**src/rtl/uart_rx_pkg.sv**
```systemverilog
// Shared constants and state encoding for the debug UART receive path.
// The transmitter side pulls its defaults from here too.
package uart_rx_pkg;

  localparam int UART_BITS  = 8;
  localparam int CLK_FREQ   = 50000000;
  localparam int BAUD_RATE  = 19200;
  localparam int OVERSAMPLE = 16;

  typedef enum logic [2:0] {
    IDLE  = 3'd0,
    START = 3'd1,
    DATA  = 3'd2,
    STOP  = 3'd3,
    BREAK = 3'd4
  } rx_state_e;

  // Clocks per oversample tick, rounded down.
  function automatic int tickDiv(input int clkFreq, input int baudRate, input int oversample);
    return clkFreq / (baudRate * oversample);
  endfunction

endpackage

```
**src/rtl/uart_rx_if.sv**
```systemverilog
// Serial line in, received byte and strobes out.
// master = receiver, slave = pin driver / byte consumer.
interface uart_rx_if #(
  parameter int UART_BITS = uart_rx_pkg::UART_BITS
);
  logic                 i_rx;
  logic [UART_BITS-1:0] o_rx_data;
  logic                 o_rx_done;
  logic                 o_rx_frame_err;

  modport master (input i_rx, output o_rx_data, output o_rx_done, output o_rx_frame_err);
  modport slave  (output i_rx, input o_rx_data, input o_rx_done, input o_rx_frame_err);
endinterface

```
**src/rtl/uart_rx_baud_tick_gen.sv**
```systemverilog
// Free-running oversample tick: one-clock pulse every TICK_DIV clocks.
// Shared with the UART transmitter, so it never looks at receiver state.
module baud_tick_gen #(
  parameter int TICK_DIV = 162
) (
  input  logic clk,
  input  logic rst,
  output logic o_tick
);
  localparam int CW = (TICK_DIV > 2) ? $clog2(TICK_DIV) : 1;
  localparam logic [CW-1:0] CNT_LAST = CW'(TICK_DIV - 1);

  logic [CW-1:0] count_q;

  always_ff @(posedge clk) begin
    if (!rst) begin
      count_q <= '0;
    end else if (count_q == CNT_LAST) begin
      count_q <= '0;
    end else begin
      count_q <= count_q + 1'b1;
    end
  end

  assign o_tick = (count_q == CNT_LAST);
endmodule

```
**src/rtl/uart_rx.sv**
```systemverilog
// 8N1 receive front-end: synchronizes the RX pin, oversamples it and
// hands each good byte to the debug FSM with a one-cycle done strobe.
module uart_rx #(
  parameter int UART_BITS  = uart_rx_pkg::UART_BITS,
  parameter int CLK_FREQ   = uart_rx_pkg::CLK_FREQ,
  parameter int BAUD_RATE  = uart_rx_pkg::BAUD_RATE,
  parameter int OVERSAMPLE = uart_rx_pkg::OVERSAMPLE
) (
  input logic        clk,
  input logic        rst,
  uart_rx_if.master  bus
);
  import uart_rx_pkg::*;

  localparam int TICK_DIV = tickDiv(CLK_FREQ, BAUD_RATE, OVERSAMPLE);
  localparam int SW       = $clog2(OVERSAMPLE);
  localparam int NW       = (UART_BITS > 2) ? $clog2(UART_BITS) : 1;
  localparam logic [SW-1:0] S_MID  = SW'(OVERSAMPLE / 2 - 1);
  localparam logic [SW-1:0] S_LAST = SW'(OVERSAMPLE - 1);
  localparam logic [NW-1:0] N_LAST = NW'(UART_BITS - 1);

  logic                 tick;
  logic                 syncMeta_q;
  logic                 rxSync_q;
  rx_state_e            state_q;
  logic [SW-1:0]        sampleCnt_q;
  logic [NW-1:0]        bitIdx_q;
  logic [UART_BITS-1:0] shift_q;
  logic [UART_BITS-1:0] rxData_q;
  logic                 rxDone_q;
  logic                 frameErr_q;

  baud_tick_gen #(
    .TICK_DIV (TICK_DIV)
  ) u_tick (
    .clk    (clk),
    .rst    (rst),
    .o_tick (tick)
  );

  // IDLE reacts on any clock so the start edge is caught with sub-tick resolution;
  // every other state advances only on oversample ticks.
  always_ff @(posedge clk) begin
    if (!rst) begin
      syncMeta_q  <= 1'b1;
      rxSync_q    <= 1'b1;
      state_q     <= IDLE;
      sampleCnt_q <= '0;
      bitIdx_q    <= '0;
      shift_q     <= '0;
      rxData_q    <= '0;
      rxDone_q    <= 1'b0;
      frameErr_q  <= 1'b0;
    end else begin
      syncMeta_q <= bus.i_rx;
      rxSync_q   <= syncMeta_q;
      rxDone_q   <= 1'b0;
      frameErr_q <= 1'b0;
      unique case (state_q)
        IDLE: begin
          if (!rxSync_q) begin
            state_q     <= START;
            sampleCnt_q <= '0;
          end
        end
        START: begin
          if (tick) begin
            if (sampleCnt_q == S_MID) begin
              if (!rxSync_q) begin
                state_q     <= DATA;
                sampleCnt_q <= '0;
                bitIdx_q    <= '0;
              end else begin
                state_q <= IDLE;
              end
            end else begin
              sampleCnt_q <= sampleCnt_q + 1'b1;
            end
          end
        end
        DATA: begin
          if (tick) begin
            if (sampleCnt_q == S_LAST) begin
              shift_q     <= {rxSync_q, shift_q[UART_BITS-1:1]};
              sampleCnt_q <= '0;
              if (bitIdx_q == N_LAST) begin
                state_q <= STOP;
              end else begin
                bitIdx_q <= bitIdx_q + 1'b1;
              end
            end else begin
              sampleCnt_q <= sampleCnt_q + 1'b1;
            end
          end
        end
        STOP: begin
          if (tick) begin
            if (sampleCnt_q == S_LAST) begin
              if (rxSync_q) begin
                rxData_q <= shift_q;
                rxDone_q <= 1'b1;
                state_q  <= IDLE;
              end else begin
                frameErr_q <= 1'b1;
                state_q    <= BREAK;
              end
            end else begin
              sampleCnt_q <= sampleCnt_q + 1'b1;
            end
          end
        end
        BREAK: begin
          // A held-low line must return high before another start is accepted.
          if (rxSync_q) begin
            state_q <= IDLE;
          end
        end
        default: state_q <= IDLE;
      endcase
    end
  end

  assign bus.o_rx_data      = rxData_q;
  assign bus.o_rx_done      = rxDone_q;
  assign bus.o_rx_frame_err = frameErr_q;
endmodule

```
**src/flat_wrapper.sv**
```systemverilog
// flat-port wrapper written by rule: the top's interface ports become plain ports
module uart_rx_flat import uart_rx_pkg::*;
#(
  parameter int UART_BITS  = uart_rx_pkg::UART_BITS,
  parameter int CLK_FREQ   = uart_rx_pkg::CLK_FREQ,
  parameter int BAUD_RATE  = uart_rx_pkg::BAUD_RATE,
  parameter int OVERSAMPLE = uart_rx_pkg::OVERSAMPLE
)
  (clk, rst, bus_i_rx, bus_o_rx_data, bus_o_rx_done, bus_o_rx_frame_err);
  uart_rx_if #(.UART_BITS(UART_BITS)) bus_i ();
  input logic clk;
  input logic rst;
  input wire logic [$bits(bus_i.i_rx)-1:0] bus_i_rx;
  output wire logic [$bits(bus_i.o_rx_data)-1:0] bus_o_rx_data;
  output wire logic [$bits(bus_i.o_rx_done)-1:0] bus_o_rx_done;
  output wire logic [$bits(bus_i.o_rx_frame_err)-1:0] bus_o_rx_frame_err;
  assign bus_i.i_rx = bus_i_rx;
  assign bus_o_rx_data = bus_i.o_rx_data;
  assign bus_o_rx_done = bus_i.o_rx_done;
  assign bus_o_rx_frame_err = bus_i.o_rx_frame_err;
  uart_rx #(.UART_BITS(UART_BITS), .CLK_FREQ(CLK_FREQ), .BAUD_RATE(BAUD_RATE), .OVERSAMPLE(OVERSAMPLE)) u_core (.clk(clk), .rst(rst), .bus(bus_i));
endmodule
```
**config.mk**
```make
export PLATFORM = sky130hd
export DESIGN_NAME = uart_rx_flat
export DESIGN_NICKNAME = d
export VERILOG_FILES = /design/src/rtl/uart_rx_pkg.sv /design/src/rtl/uart_rx_if.sv /design/src/rtl/uart_rx_baud_tick_gen.sv /design/src/rtl/uart_rx.sv /design/src/flat_wrapper.sv
export SDC_FILE = /design/constraint.sdc
export NUM_CORES = 1
export LEC_CHECK = 0
export ABC_CLOCK_PERIOD_IN_PS = 1800
export CAP_MARGIN = 20
export CORE_MARGIN = 2
export CORE_UTILIZATION = 54
export CTS_BUF_LIST = sky130_fd_sc_hd__clkbuf_4 sky130_fd_sc_hd__clkbuf_8
export DETAILED_ROUTE_END_ITERATION = 10
export GPL_TIMING_DRIVEN = 0
export PLACE_DENSITY = 0.88
export SLEW_MARGIN = 25
export SYNTH_ARGS = -nofsm -noshare
export SYNTH_HDL_FRONTEND = slang
export SYNTH_HIERARCHICAL = 1
export SYNTH_SLANG_ARGS = --single-unit
```
**constraint.sdc**
```tcl
create_clock -name clk -period 1.8 [get_ports clk]
set_input_delay 0.27 -clock clk [delete_from_list [all_inputs] [get_ports clk]]
set_output_delay 0.27 -clock clk [all_outputs]
set_load 0.005 [all_outputs]
```
==> results of run 1 <==
[metrics by stage]
step	util (%)	area, µm²	setup WS [ps]	hold slack, ps
after global placement	63.1	1940	-185	390
after floorplan	-	1770	37.3	371
after global routing	69.2	2130	-4.20	468
final	69.2	2130	65.4	429
after CTS	68.0	2090	19.5	434
after detailed placement	63.1	1940	-219	405
[where the power goes]
group	switching, W	total (W)	internal [W]
Clock	0.000284	0.000755	0.000470
Sequential	0.0000110	0.000861	0.000850
Combinational	0.0000500	0.0000893	0.0000393
Total	0.000345	0.00171	0.00136
[path summary, 6_finish.rpt]
check	slack, ps	from	endpoint	cells after the start
setup / recovery	70	u_core/u_tick/count_q[1]	u_core/sampleCnt_q[3]	8
hold / removal	430	u_core/syncMeta_q	u_core/rxSync_q	1
setup reg to reg	70	u_core/u_tick/count_q[1]	u_core/sampleCnt_q[3]	8
hold reg to reg	430	u_core/syncMeta_q	u_core/rxSync_q	1
[placed cells by master, fill, tap and decap left out, types with 3 or more instances in the layout]
cell type	count
a21oi_1	3
and3_1	3
and3_4	3
buf_4	8
clkbuf_1	4
clkbuf_4	5
clkdlybuf4s50_1	12
dfxtp_1	36
ha_1	3
inv_1	7
mux2i_1	18
nand2_1	30
nand2b_1	3
nand3_1	7
nand4b_1	4
nor2_1	11
nor3_1	3
o21ai_0	3
o22ai_1	3
or3_1	3
[state kept, by name (all words and copies together) (netlist names)]
name,count
u_core/u_tick/count_q,8
u_core/sampleCnt_q,4
u_core/bus.o_rx_data,8
u_core/shift_q,8
u_core/bus.o_rx_frame_err,1
u_core/rxSync_q,1
u_core/syncMeta_q,1
u_core/bitIdx_q,3
u_core/state_q,3
u_core/bus.o_rx_done,1
[critical path: cells and delay by family, from the launching register on]
kind | cells | cell delay, ps
AND/OR/NAND/NOR | 3 | 520
AO/OA/AOI/OAI | 2 | 530
flip-flops | 1 | 340
buffers and inverters | 2 | 160
adder cells (fa/ha/maj) | 1 | 110
[final cells by class]
class	instances	area (µm²)
Multi-Input combinational cell	132	962
Fill cell	224	947
Sequential cell	38	766
Timing Repair Buffer	17	158
Clock inverter	2	60.1
Tap cell	44	55.1
Clock buffer	6	51.3
Buffer	8	48.8
Inverter	8	30.0
[per-layer routing]
layer	global-route usage (%)	routed length [µm]
met2	32.1	1600
met4	10.2	55
met1	28.3	1680
met3	6.30	123
met5	0	0
[repair_timing]
item / in CTS / in global routing
pin swaps: 0 / 2
setup endpoints to repair: 25 / 14
hold endpoints to repair: 0 / 0
resized for setup: 7 / 9
buffers inserted: 3 / 2
gates cloned: 0 / 0
[logic make-up (layout without fill, tap and decap cells)]
logic type	Yosys count	in the layout
flip-flops	38	38
AND/OR/NAND/NOR	79	79
multiplexers	19	19
adder cells (fa/ha/maj)	5	5
AO/OA/AOI/OAI	25	25
XOR/XNOR	4	4
buffers and inverters	17	41
==> key figures, run 1 <==
Synthesis
  – Post-Synth Adder-Cell Area: 3.54%
  – Dominant synthesized flop cell: dfxtp_1
  – Most numerous cell in the Yosys netlist: dfxtp_1
  – Distinct cells, synth: 40
  – XOR/XNOR share of the synthesized area: ~2%
  – Yosys top cell area share: 43.1%
  – Post-Synth Simple-Gate Area: 24.4%
  – Main combinational cell family by area after synthesis: simple AND/OR/NAND/NOR gates
  – Mux share of post-synthesis cell area: 10.8%
  – Syn_nets: 195
  – Seq cells post-synth: 38
  – Register area share after synthesis: 43.1%
  – Synth area leaders: dfxtp_1 (43%), mux2i_1 (11%), nand2_1 (6.4%)
  – Post-Syn Area: 0.00177 mm²
  – EDFF count, synth: 0
  – YS warnings: 6
  – Post-synthesis instance total: roughly 190
  – Fraction of the mapped netlist area in compound gates: 11.3%
  – Cell accounting for the most synthesized area: dfxtp_1
  – Synth cell count leaders: dfxtp_1 (38), nand2_1 (30), mux2i_1 (19)
  – Async S/R FF share, synth: 0%
  – Avg Cell Area, Syn: approximately 9.4 µm²

Timing
  – Fmax: 577 MHz
  – Max Slew Vio Count: 0
  – Setup violators final: 0
  – Final Critical Period: 1730 ps
  – Fin Clk Skew: 9.72 ps
  – Final Hold Fails: 0
  – Slew margin rel.: between 60% and 70%
  – RSZ-0062 raised after global routing: true
  – Final period utilization: slightly below 100%
  – Setup_tns: 0 ps
  – Worst-Margin Slew: 471 ps

Die
  – Die height: between 60 and 70 µm
  – Die X: 61.2 µm
  – Standard-cell rows: 20
  – Initial Utilization: 57.4%
  – Io pins: 13
  – Die footprint: 0.00375 mm²
  – Core Box Area: 0.00308 mm²

Job
  – Max cap viols: 0

Clock network
  – TritonCTS clock tree: built
  – CTS max path bufs: 2
  – CTS Root Cell: clkbuf_4
  – Num CTS Buffers: 5
  – Sink Count: 38
  – H-tree Lvls: 2
  – Hold_buf cts: 0
  – Clk_lat worst skew: roughly 350 ps
  – Clock-pin slew on the worst setup and hold paths: around 110 ps

Power
  – Leakage: roughly 0.8 nW
  – PwrDens: 800 mW/mm²
  – Total power: ~0.0017 W
  – Peak VDD IR: 640 µV

Routing
  – Starting DRT DRC Count: 39
  – Post-route DRC: 0
  – Antenna-violating nets left: 0
  – Vias: 1406
  – Avg Vias per Cell: approximately 5.5
  – DRT Pass-1 Iters: 4
  – WL final: between 3000 and 4000 µm
  – Wire length per cell: between 10 and 15 µm

Place
  – IO Port Bufs: 12
  – Placer Congestion: about 0.85
  – Cells after DPL: 243
  – Dpl hpwl: 2200 µm

GRT
  – GR Overflow Total: 0
  – Number of global-route vias before repair: 1331
  – Largest net degree at the start of global routing: 13
  – GRT Util Overall: 21.4%
  – First-pass GRT wire length: 5890 µm
  – Initial antenna violation count: 0

Critical path
  – Critical Path Source Type: register
  – Max incr delay on CP: 370 ps
  – Worst-path fanout max: 8
  – CP arrival: 1980 ps
  – CP max-delay cell: o311a_1
  – Crit-path cells: inv_2, ha_4, and4bb_2, and3_4, inv_1, o311a_1, o21ai_1, nor2_1
  – Setup crit end kind: register
  – Setup Crit Path Kind: register to register
  – Worst endpoint required time: 2050 ps

Final layout
  – Fraction of layout cells with a size suffix above 1: a little under a fifth
  – Syn-to-layout area delta: 20.6%
  – Non-filler cells, final: 255
  – Antenna Cells: 0
  – Nets@finish: approximately 220

Run status
  – Status: completed

Min path
  – Hold WC Path Type: register to register
No activity file was read; power rests on OpenSTA's default activity.
==> run 2: changes to the inputs <==
Settings changed: CAP_MARGIN 20 to 0.
==> results of run 2 <==
Final layout, timing and power as in run 1 (identical DEF).
